`src/rtl/spi_slave_rx_if.sv`:
```
// Bundles the SPI pins and the rx/tx word handshakes of the SPI mode-0 responder.
interface spi_slave_rx_if #(
  parameter int DATA_W = 8
);
  logic              sclk;
  logic              cs;
  logic              mosi;
  logic              dc;
  logic              miso;
  logic              miso_oe;
  logic [DATA_W-1:0] rx_data;
  logic              rx_dc;
  logic              rx_valid;
  logic              rx_ready;
  logic [DATA_W-1:0] tx_data;
  logic              tx_valid;
  logic              tx_ready;
  logic              overrun;
  logic              frame_err;

  modport slave (
    input  sclk, cs, mosi, dc, rx_ready, tx_data, tx_valid,
    output miso, miso_oe, rx_data, rx_dc, rx_valid, tx_ready, overrun, frame_err
  );

  modport master (
    output sclk, cs, mosi, dc, rx_ready, tx_data, tx_valid,
    input  miso, miso_oe, rx_data, rx_dc, rx_valid, tx_ready, overrun, frame_err
  );
endinterface

```
`src/rtl/spi_slave_rx.sv`:
```
// SPI mode-0 responder: oversamples the pins on clk, deserialises MSB-first words
// tagged with dc, and shifts a response word out on miso while cs is low.
module spi_slave_rx #(
  parameter int DATA_W      = 8,
  parameter int SYNC_STAGES = 2
) (
  input logic           clk,
  input logic           rst,
  spi_slave_rx_if.slave bus
);
  localparam int CNT_W = $clog2(DATA_W + 1);
  localparam logic [CNT_W-1:0] CNT_LAST = CNT_W'(DATA_W);
  localparam logic [CNT_W-1:0] CNT_PEN  = CNT_W'(DATA_W - 1);

  typedef enum logic [1:0] {IDLE, LOAD, SHIFT} state_t;

  logic [SYNC_STAGES-1:0] sclk_sync, cs_sync, mosi_sync, dc_sync;
  logic sclk_p0, cs_p0, mosi_p0, dc_p0;
  logic sclk_d, cs_d;
  logic rise_p1, fall_p1, cs_fall_p1, cs_rise_p1;
  logic mosi_p1, dc_p1;

  state_t            state;
  logic [CNT_W-1:0]  bit_cnt;
  logic [DATA_W-1:0] rx_sr, tx_sr;
  logic              word_dc;
  logic              miso_oe, rx_valid, rx_dc, overrun, frame_err;
  logic [DATA_W-1:0] rx_data;

  logic word_done, take_rise, take_fall, accept;

  assign sclk_p0 = sclk_sync[SYNC_STAGES-1];
  assign cs_p0   = cs_sync[SYNC_STAGES-1];
  assign mosi_p0 = mosi_sync[SYNC_STAGES-1];
  assign dc_p0   = dc_sync[SYNC_STAGES-1];

  // p0: pin synchronisers and edge history
  always_ff @(posedge clk or negedge rst) begin
    if (!rst) begin
      sclk_sync <= '0;
      cs_sync   <= '1;
      mosi_sync <= '0;
      dc_sync   <= '0;
      sclk_d    <= 1'b0;
      cs_d      <= 1'b1;
    end else begin
      sclk_sync <= {sclk_sync[SYNC_STAGES-2:0], bus.sclk};
      cs_sync   <= {cs_sync[SYNC_STAGES-2:0], bus.cs};
      mosi_sync <= {mosi_sync[SYNC_STAGES-2:0], bus.mosi};
      dc_sync   <= {dc_sync[SYNC_STAGES-2:0], bus.dc};
      sclk_d    <= sclk_p0;
      cs_d      <= cs_p0;
    end
  end

  // p1: registered edge strobes, with mosi/dc delayed to stay aligned
  always_ff @(posedge clk or negedge rst) begin
    if (!rst) begin
      rise_p1    <= 1'b0;
      fall_p1    <= 1'b0;
      cs_fall_p1 <= 1'b0;
      cs_rise_p1 <= 1'b0;
    end else begin
      rise_p1    <= sclk_p0 & ~sclk_d;
      fall_p1    <= ~sclk_p0 & sclk_d;
      cs_fall_p1 <= ~cs_p0 & cs_d;
      cs_rise_p1 <= cs_p0 & ~cs_d;
    end
  end

  always_ff @(posedge clk) begin
    mosi_p1 <= mosi_p0;
    dc_p1   <= dc_p0;
  end

  // A fall with bit_cnt = 0 is the trailing edge of the previous word; shifting
  // there would discard the MSB that LOAD just placed on miso.
  assign word_done = (state == SHIFT) && (bit_cnt == CNT_LAST);
  assign take_rise = (state == SHIFT) && !word_done && !cs_rise_p1 && rise_p1;
  assign take_fall = (state == SHIFT) && !word_done && !cs_rise_p1 && !rise_p1
                     && fall_p1 && (bit_cnt != '0);
  assign accept    = !rx_valid || bus.rx_ready;

  always_ff @(posedge clk) begin
    if (state == LOAD)
      tx_sr <= bus.tx_valid ? bus.tx_data : '0;
    else if (take_fall)
      tx_sr <= {tx_sr[DATA_W-2:0], 1'b0};
    if (take_rise) begin
      rx_sr <= {rx_sr[DATA_W-2:0], mosi_p1};
      if (bit_cnt == CNT_PEN)
        word_dc <= dc_p1;
    end
  end

  // p2: framing FSM and holding register
  always_ff @(posedge clk or negedge rst) begin
    if (!rst) begin
      state     <= IDLE;
      bit_cnt   <= '0;
      miso_oe   <= 1'b0;
      rx_data   <= '0;
      rx_dc     <= 1'b0;
      rx_valid  <= 1'b0;
      overrun   <= 1'b0;
      frame_err <= 1'b0;
    end else begin
      overrun   <= 1'b0;
      frame_err <= 1'b0;
      miso_oe   <= ~cs_p0;
      if (rx_valid && bus.rx_ready)
        rx_valid <= 1'b0;
      case (state)
        IDLE: if (cs_fall_p1) state <= LOAD;
        LOAD: begin
          bit_cnt <= '0;
          state   <= cs_rise_p1 ? IDLE : SHIFT;
        end
        SHIFT: begin
          if (word_done) begin
            if (accept) begin
              rx_data  <= rx_sr;
              rx_dc    <= word_dc;
              rx_valid <= 1'b1;
            end else begin
              overrun <= 1'b1;
            end
            bit_cnt <= '0;
            state   <= cs_rise_p1 ? IDLE : LOAD;
          end else if (cs_rise_p1) begin
            frame_err <= (bit_cnt != '0);
            bit_cnt   <= '0;
            state     <= IDLE;
          end else if (take_rise) begin
            bit_cnt <= bit_cnt + 1'b1;
          end
        end
        default: state <= IDLE;
      endcase
    end
  end

  assign bus.miso      = miso_oe & tx_sr[DATA_W-1];
  assign bus.miso_oe   = miso_oe;
  assign bus.rx_data   = rx_data;
  assign bus.rx_dc     = rx_dc;
  assign bus.rx_valid  = rx_valid;
  assign bus.tx_ready  = (state == LOAD) && bus.tx_valid;
  assign bus.overrun   = overrun;
  assign bus.frame_err = frame_err;
endmodule
```
`src/flat_wrapper.sv`:
```
// flat-port wrapper written by rule: the top's interface ports become plain ports
module spi_slave_rx_flat 
#(
  parameter int DATA_W      = 8,
  parameter int SYNC_STAGES = 2
)
  (clk, rst, bus_sclk, bus_cs, bus_mosi, bus_dc, bus_rx_ready, bus_tx_data, bus_tx_valid, bus_miso, bus_miso_oe, bus_rx_data, bus_rx_dc, bus_rx_valid, bus_tx_ready, bus_overrun, bus_frame_err);
  spi_slave_rx_if #(.DATA_W(DATA_W)) bus_i ();
  input logic clk;
  input logic rst;
  input wire logic [$bits(bus_i.sclk)-1:0] bus_sclk;
  input wire logic [$bits(bus_i.cs)-1:0] bus_cs;
  input wire logic [$bits(bus_i.mosi)-1:0] bus_mosi;
  input wire logic [$bits(bus_i.dc)-1:0] bus_dc;
  input wire logic [$bits(bus_i.rx_ready)-1:0] bus_rx_ready;
  input wire logic [$bits(bus_i.tx_data)-1:0] bus_tx_data;
  input wire logic [$bits(bus_i.tx_valid)-1:0] bus_tx_valid;
  output wire logic [$bits(bus_i.miso)-1:0] bus_miso;
  output wire logic [$bits(bus_i.miso_oe)-1:0] bus_miso_oe;
  output wire logic [$bits(bus_i.rx_data)-1:0] bus_rx_data;
  output wire logic [$bits(bus_i.rx_dc)-1:0] bus_rx_dc;
  output wire logic [$bits(bus_i.rx_valid)-1:0] bus_rx_valid;
  output wire logic [$bits(bus_i.tx_ready)-1:0] bus_tx_ready;
  output wire logic [$bits(bus_i.overrun)-1:0] bus_overrun;
  output wire logic [$bits(bus_i.frame_err)-1:0] bus_frame_err;
  assign bus_i.sclk = bus_sclk;
  assign bus_i.cs = bus_cs;
  assign bus_i.mosi = bus_mosi;
  assign bus_i.dc = bus_dc;
  assign bus_i.rx_ready = bus_rx_ready;
  assign bus_i.tx_data = bus_tx_data;
  assign bus_i.tx_valid = bus_tx_valid;
  assign bus_miso = bus_i.miso;
  assign bus_miso_oe = bus_i.miso_oe;
  assign bus_rx_data = bus_i.rx_data;
  assign bus_rx_dc = bus_i.rx_dc;
  assign bus_rx_valid = bus_i.rx_valid;
  assign bus_tx_ready = bus_i.tx_ready;
  assign bus_overrun = bus_i.overrun;
  assign bus_frame_err = bus_i.frame_err;
  spi_slave_rx #(.DATA_W(DATA_W), .SYNC_STAGES(SYNC_STAGES)) u_core (.clk(clk), .rst(rst), .bus(bus_i));
endmodule
```
`config.mk`:
```
export PLATFORM = sky130hd
export DESIGN_NAME = spi_slave_rx_flat
export DESIGN_NICKNAME = d
export VERILOG_FILES = /design/src/rtl/spi_slave_rx_if.sv /design/src/rtl/spi_slave_rx.sv /design/src/flat_wrapper.sv
export SDC_FILE = /design/constraint.sdc
export NUM_CORES = 1
export LEC_CHECK = 0
export CAP_MARGIN = 20
export CORE_UTILIZATION = 55
export DETAILED_ROUTE_END_ITERATION = 10
export PLACE_DENSITY = 0.77
export SLEW_MARGIN = 20
export SYNTH_ARGS = -nofsm -noshare
export SYNTH_HDL_FRONTEND = slang
export SYNTH_SLANG_ARGS = --single-unit
```
`constraint.sdc`:
```
create_clock -name clk -period 2.81 [get_ports clk]
set_input_delay 0.562 -clock clk [delete_from_list [all_inputs] [get_ports clk]]
set_output_delay 0.562 -clock clk [all_outputs]
set_load 0.02 [all_outputs]
```
# Yosys cells after proc, flatten, opt, wreduce, memory -nomap -nowiden
# Index checks and enable logic that the tools add are counted.
# W data, S select, Z words.
[op_classes]
mux = 23
reduce_logical = 22
bitwise_logic = 9
n_addsub = 1
n_eq_ne = 7
[ops]
columns = ["operator", "n"]
rows = [
  ["$mux W8", 3],
  ["$mux W4", 3],
  ["$mux W1", 11],
  ["$logic_and A1 B1 Y1", 9],
  ["$mux W2", 4],
  ["$pmux W4 S2", 1],
  ["$pmux W2 S3", 1],
  ["$reduce_and A2 Y1", 3],
  ["$and A1 B1 Y1", 5],
  ["$add A4 B1 Y4 const B", 1],
  ["$eq A4 B3 Y1 const B", 1],
  ["$eq A4 B4 Y1 const B", 1],
  ["$logic_not A1 Y1", 4],
  ["$ne A4 B1 Y1 const B", 1],
  ["$not A1 Y1", 4],
  ["$reduce_bool A2 Y1", 2],
  ["$reduce_bool A4 Y1", 1],
  ["$ne A3 B1 Y1 const B", 1],
  ["$reduce_and A3 Y1", 1],
  ["$eq A2 B1 Y1 const B", 1],
  ["$eq A2 B2 Y1 const B", 1],
  ["$logic_not A2 Y1", 1],
  ["$ne A2 B1 Y1 const B", 1],
  ["$logic_or A1 B1 Y1", 1],
]
[word_totals]
register_bits = 52
word_cells = 85

# Depth between registers and ports, before layout
[depth]
depth_word = 10
mapped_depth = 6

# Worst setup path before layout
# Ideal clock, no wire load.
[synth_path]
path_type = "flip-flop to flip-flop"
startpoint = "register u_core.bit_cnt[0]"
endpoint = "register u_core.rx_sr[0], enable pin"
path_slack_ns = 0.922
setup_ns = 0.383
t_arrival_ns = 1.505
t_required_ns = 2.427
path_stages_with_launch = 5
cell_sequence = "dfrtp_1 inv_1 ha_1 and3b_2 nor3_1"
[synth_between]
elab_chain_len = 6
[synth_rtl]
columns = ["element", "line", "rtl"]
rows = [
  ["start: declaration", "spi_slave_rx.sv:24", "logic [CNT_W-1:0] bit_cnt;"],
  ["start signal: assignment", "spi_slave_rx.sv:135", "bit_cnt <= bit_cnt + 1'b1;"],
  ["$eq A4 B4 Y1", "spi_slave_rx.sv:78", "assign word_done = (state == SHIFT) && (bit_cnt == CNT_LAST);"],
  ["$logic_and A1 B1 Y1", "spi_slave_rx.sv:78", ""],
  ["$logic_not A1 Y1", "spi_slave_rx.sv:79", "assign take_rise = (state == SHIFT) && !word_done && !cs_rise_p1 && rise_p1;"],
  ["$logic_and A1 B1 Y1 (3 in series)", "spi_slave_rx.sv:79", ""],
  ["named net u_core.take_rise", "spi_slave_rx.sv:30", "logic word_done, take_rise, take_fall, accept;"],
  ["end signal: assignment", "spi_slave_rx.sv:90", "rx_sr <= {rx_sr[DATA_W-2:0], mosi_p1};"],
  ["end: declaration", "spi_slave_rx.sv:25", "logic [DATA_W-1:0] rx_sr, tx_sr;"],
]
# The timed path passes the listed nets, and every way through them passes these cells.
# A chain may end at the register's enable or synchronous reset.

# Worst setup path after layout
[layout_path]
startpoint = "input port bus_tx_valid"
endpoint = "output port bus_tx_ready"
[layout_between]
elab_chain_len = 1
[layout_rtl]
columns = ["element", "line", "rtl"]
rows = [
  ["start: declaration", "flat_wrapper.sv:17", "input wire logic [$bits(bus_i.tx_valid)-1:0] bus_tx_valid;"],
  ["$logic_and A1 B1 Y1", "spi_slave_rx.sv:148", "assign bus.tx_ready = (state == LOAD) && bus.tx_valid;"],
  ["end: declaration", "flat_wrapper.sv:23", "output wire logic [$bits(bus_i.tx_ready)-1:0] bus_tx_ready;"],
]
# Every way passes these cells.

==> summary.log <==
INFO  placed_design  gp_congestion=0.8525
INFO  cells_and_area area_delta_synth_final=22.33%
INFO  sta            final_max_slew_viol_count=0
INFO  placed_design  place.detailed.hpwl=2288µm
INFO  route          postRouteWirelength=3157µm
INFO  die            floorplan.io_pins=31
INFO  power          total_power_consumption=1.735mW
INFO  sta            maxSlewHeadroom=58.86%
INFO  yosys          synth_most_common_cell=dfrtp_1
INFO  sta            fin_hold_ws=0.3449ns
INFO  worst_setup_path r2r-end=u_core.bus.rx_data[0]
INFO  global_route   global_route.overflow_total=0
INFO  yosys          yosys.area.top_type_share=37.11%
INFO  die            fp.dieH=62.65µm
INFO  global_route   groute.usage.overall=18.55%
INFO  route          via_count=1140
INFO  cells_and_area share_of_cells_above_drive_strength_1=15.17%
INFO  route          avgViaCountPerCell=5.089
INFO  power          leakagePower=1.075nW
INFO  clock_network  cts_buffers=5
INFO  clock_network  clk_path_buf_depth=2
INFO  sta            final-hold-violation-count=0
INFO  yosys          post_synth_instance_area=2023µm²
INFO  placed_design  portBuffers=30
INFO  clock_network  post-cts-setup-buffers=0
INFO  die            start_util=58.78%
INFO  yosys          syn_area_per_cell=14.45µm²
INFO  worst_setup_path r2r_cells=5
INFO  worst_setup_path critPathCapture=bus_tx_ready
INFO  yosys          yosys.area.top_type=dfrtp_1
INFO  route          ant_nets=0
INFO  hold_path      hold_path_depth=0
INFO  job            drv_cap=0
INFO  worst_setup_path worstReg2RegStart=u_core.state[0]
INFO  global_route   grt_pass1_vias=1183
INFO  clock_network  clock_tree_from_tritoncts=yes
INFO  sta            unrepaired_setup_endpoints_after_global_routing=false
INFO  die            area_enclosed_by_the_die_boundary=3925µm²
INFO  clock_network  cts-hold-fix-buffers=0
INFO  worst_setup_path startpoint_type=input pin
INFO  yosys          synth-edff-count=17
INFO  route          avgRoutedWirePerCell=14.09µm
INFO  route          number_of_design_rule_violations_left_after_detail_routing=0
INFO  cells_and_area fillers=242
INFO  cells_and_area antenna_cells=0
INFO  route          drtIter0Drc=57
INFO  yosys          postSynthCellCount=140
INFO  sta            finalCriticalPeriod=2.547ns
INFO  global_route   grt_max_degree=34
INFO  sta            worst-slew-pin-transition=0.6144ns
INFO  power          vdd.ir_drop.worst=0.0004483V
INFO  sta            finalSetupTns=0ns
INFO  worst_setup_path worstSetupPathType=input pin to primary output
INFO  clock_network  clock_insertion_delay_worst_skew=0.29ns
INFO  yosys          synth.top_cells.by_count=30 x dfrtp_1, 17 x edfxtp_1, 15 x inv_1
INFO  worst_setup_path critical_path_arrival=1.98ns
INFO  yosys          synth.distinct_cells=36
INFO  power          powerDensity=700.9nW/µm²
INFO  worst_setup_path worst-r2r-setup-slack=0.86ns
INFO  global_route   number_of_antenna_violations_at_the_first_check_in_global_routing=0
INFO  hold_path      hold_path.class=flip-flop to flip-flop
INFO  global_route   wire_length_of_the_first_global_routing_pass=5478µm
INFO  worst_setup_path crit_path_start=bus_tx_valid
INFO  sta            fmax=392.7MHz
INFO  yosys          sequential_share_of_the_synthesized_area=68.21%
INFO  yosys          synth.top_cells.by_area=dfrtp_1 37%, edfxtp_1 25%, mux2_4 6.7%
INFO  yosys          synth_async_sr_flop_share=63.46%
INFO  yosys          ys_seq_elements=52
INFO  worst_setup_path crit_fanout=7
INFO  clock_network  cts_root_buffer=clkbuf_8
INFO  clock_network  cts_max_level=2
INFO  sta            report.final.setup_viol=0
INFO  clock_network  cts.sinks=52
INFO  yosys          ys_warn_count=0
INFO  clock_network  cts_resized=0
INFO  cells_and_area nNetsFinal=199
INFO  run_status     outcome=finished, final reports clean
INFO  sta            final.setup_skew=0.006590ns
INFO  worst_setup_path setup.worst_path.end_class=primary output
INFO  die            chipWidth=62.65µm
INFO  die            row_count=21
INFO  sta            period_share=90.63%
INFO  yosys          synth-main-ff-cell=dfrtp_1
INFO  route          firstDrtPassIters=4
INFO  worst_setup_path required=2.25ns
INFO  die            core-area=3442µm²
INFO  clock_network  worst_path_clk_slew=0.08ns
INFO  yosys          synth_nets=162
==> worst max-delay path, stage by stage <==
cell and delay [ns]:
clkdlybuf4s50_1 0.50, and2_1 0.27, clkdlybuf4s50_1 0.65
==> metal layers <==
layer	wire, µm	up-vias	global-route usage [%]
met5	0	-	0
met3	135	7	6.022
li1	-	553	-
met4	40	0	6.105
met1	1412	552	23.49
met2	1569	28	30.16
==> sequential cells by signal (all words and copies together), names as in the netlist <==
signal,count
u_core.bus.rx_valid,1
u_core.bus.rx_data,8
u_core.cs_fall_p1,1
u_core.sclk_sync,2
u_core.bus.overrun,1
u_core.bus.miso_oe,1
u_core.fall_p1,1
u_core.dc_p1,1
u_core.mosi_sync,2
u_core.cs_sync,2
u_core.tx_sr,8
u_core.mosi_p1,1
u_core.state,2
u_core.cs_d,1
u_core.bus.frame_err,1
u_core.rx_sr,8
u_core.cs_rise_p1,1
u_core.word_dc,1
u_core.bit_cnt,4
u_core.sclk_d,1
u_core.rise_p1,1
u_core.dc_sync,2
u_core.bus.rx_dc,1
==> final cells by class <==
cell class	count	area (µm²)	share of cell area (%)
Multi-Input combinational cell	70	568.0	22.95
Sequential cell	52	1380	55.76
Clock buffer	8	90.09	3.640
Tap cell	46	57.56	2.326
Inverter	15	56.30	2.275
Timing Repair Buffer	33	322.8	13.04
==> logic make-up (layout without fill, tap and decap cells) <==
logic type                 count (synthesis)  after routing  synth area share (%)
AOI/OAI and AO/OA                         17             17                 6.741
adders and majority gates                  6              6                 3.710
buffers and inverters                     18             56                 3.710
DFF                                       52             52                 68.21
muxes                                     10             10                 7.174
and+or+nand+nor                           37             37                 10.45
==> metrics by stage <==
stage	utilization [%]	setup slack (ns)	area, µm²	std cells
2_1_floorplan	-	0.9220	2023	140
3_3_place_gp	69.28	0.3283	2385	216
3_5_place_dp	69.28	0.2649	2385	216
4_1_cts	71.90	0.2691	2475	224
5_1_grt	71.90	0.2148	2475	224
6_report	71.90	0.2632	2475	224
==> worst min path at each step <==
stage | startpoint | endpoint
floorplan | rst | u_core.bit_cnt[0]
global placement | u_core.dc_sync[1] | u_core.dc_p1
detailed placement | u_core.dc_sync[1] | u_core.dc_p1
CTS | u_core.dc_sync[1] | u_core.dc_p1
global route | u_core.dc_sync[1] | u_core.dc_p1
finish | u_core.dc_sync[1] | u_core.dc_p1
==> report_power, final <==
part	switching (mW)	internal (mW)	leakage [nW]
logic	0.223	0.156	0.429
registers	0.0391	0.903	0.601
clock network	0.213	0.201	0.0455
total	0.475	1.26	1.07
==> cell usage in the layout (no fill, tap or decap), types with 2 or more instances in the layout <==
master | netlist | layout
clkbuf_1 | 2 | 2
dfxtp_1 | 2 | 2
nand2_1 | 9 | 9
o21ai_1 | 2 | 2
o21ai_0 | 5 | 5
buf_4 | 0 | 3
edfxtp_1 | 17 | 17
nor3_1 | 3 | 3
clkdlybuf4s50_1 | 0 | 30
nor2_1 | 4 | 4
and3_1 | 2 | 2
nor2b_1 | 4 | 4
ha_1 | 6 | 6
nand2b_1 | 3 | 3
and2_1 | 4 | 4
mux2_4 | 9 | 9
clkbuf_8 | 0 | 6
dfstp_2 | 3 | 3
dfrtp_1 | 30 | 30
a32o_1 | 2 | 2
inv_1 | 15 | 15
No activity file was read; power rests on OpenSTA's default activity.
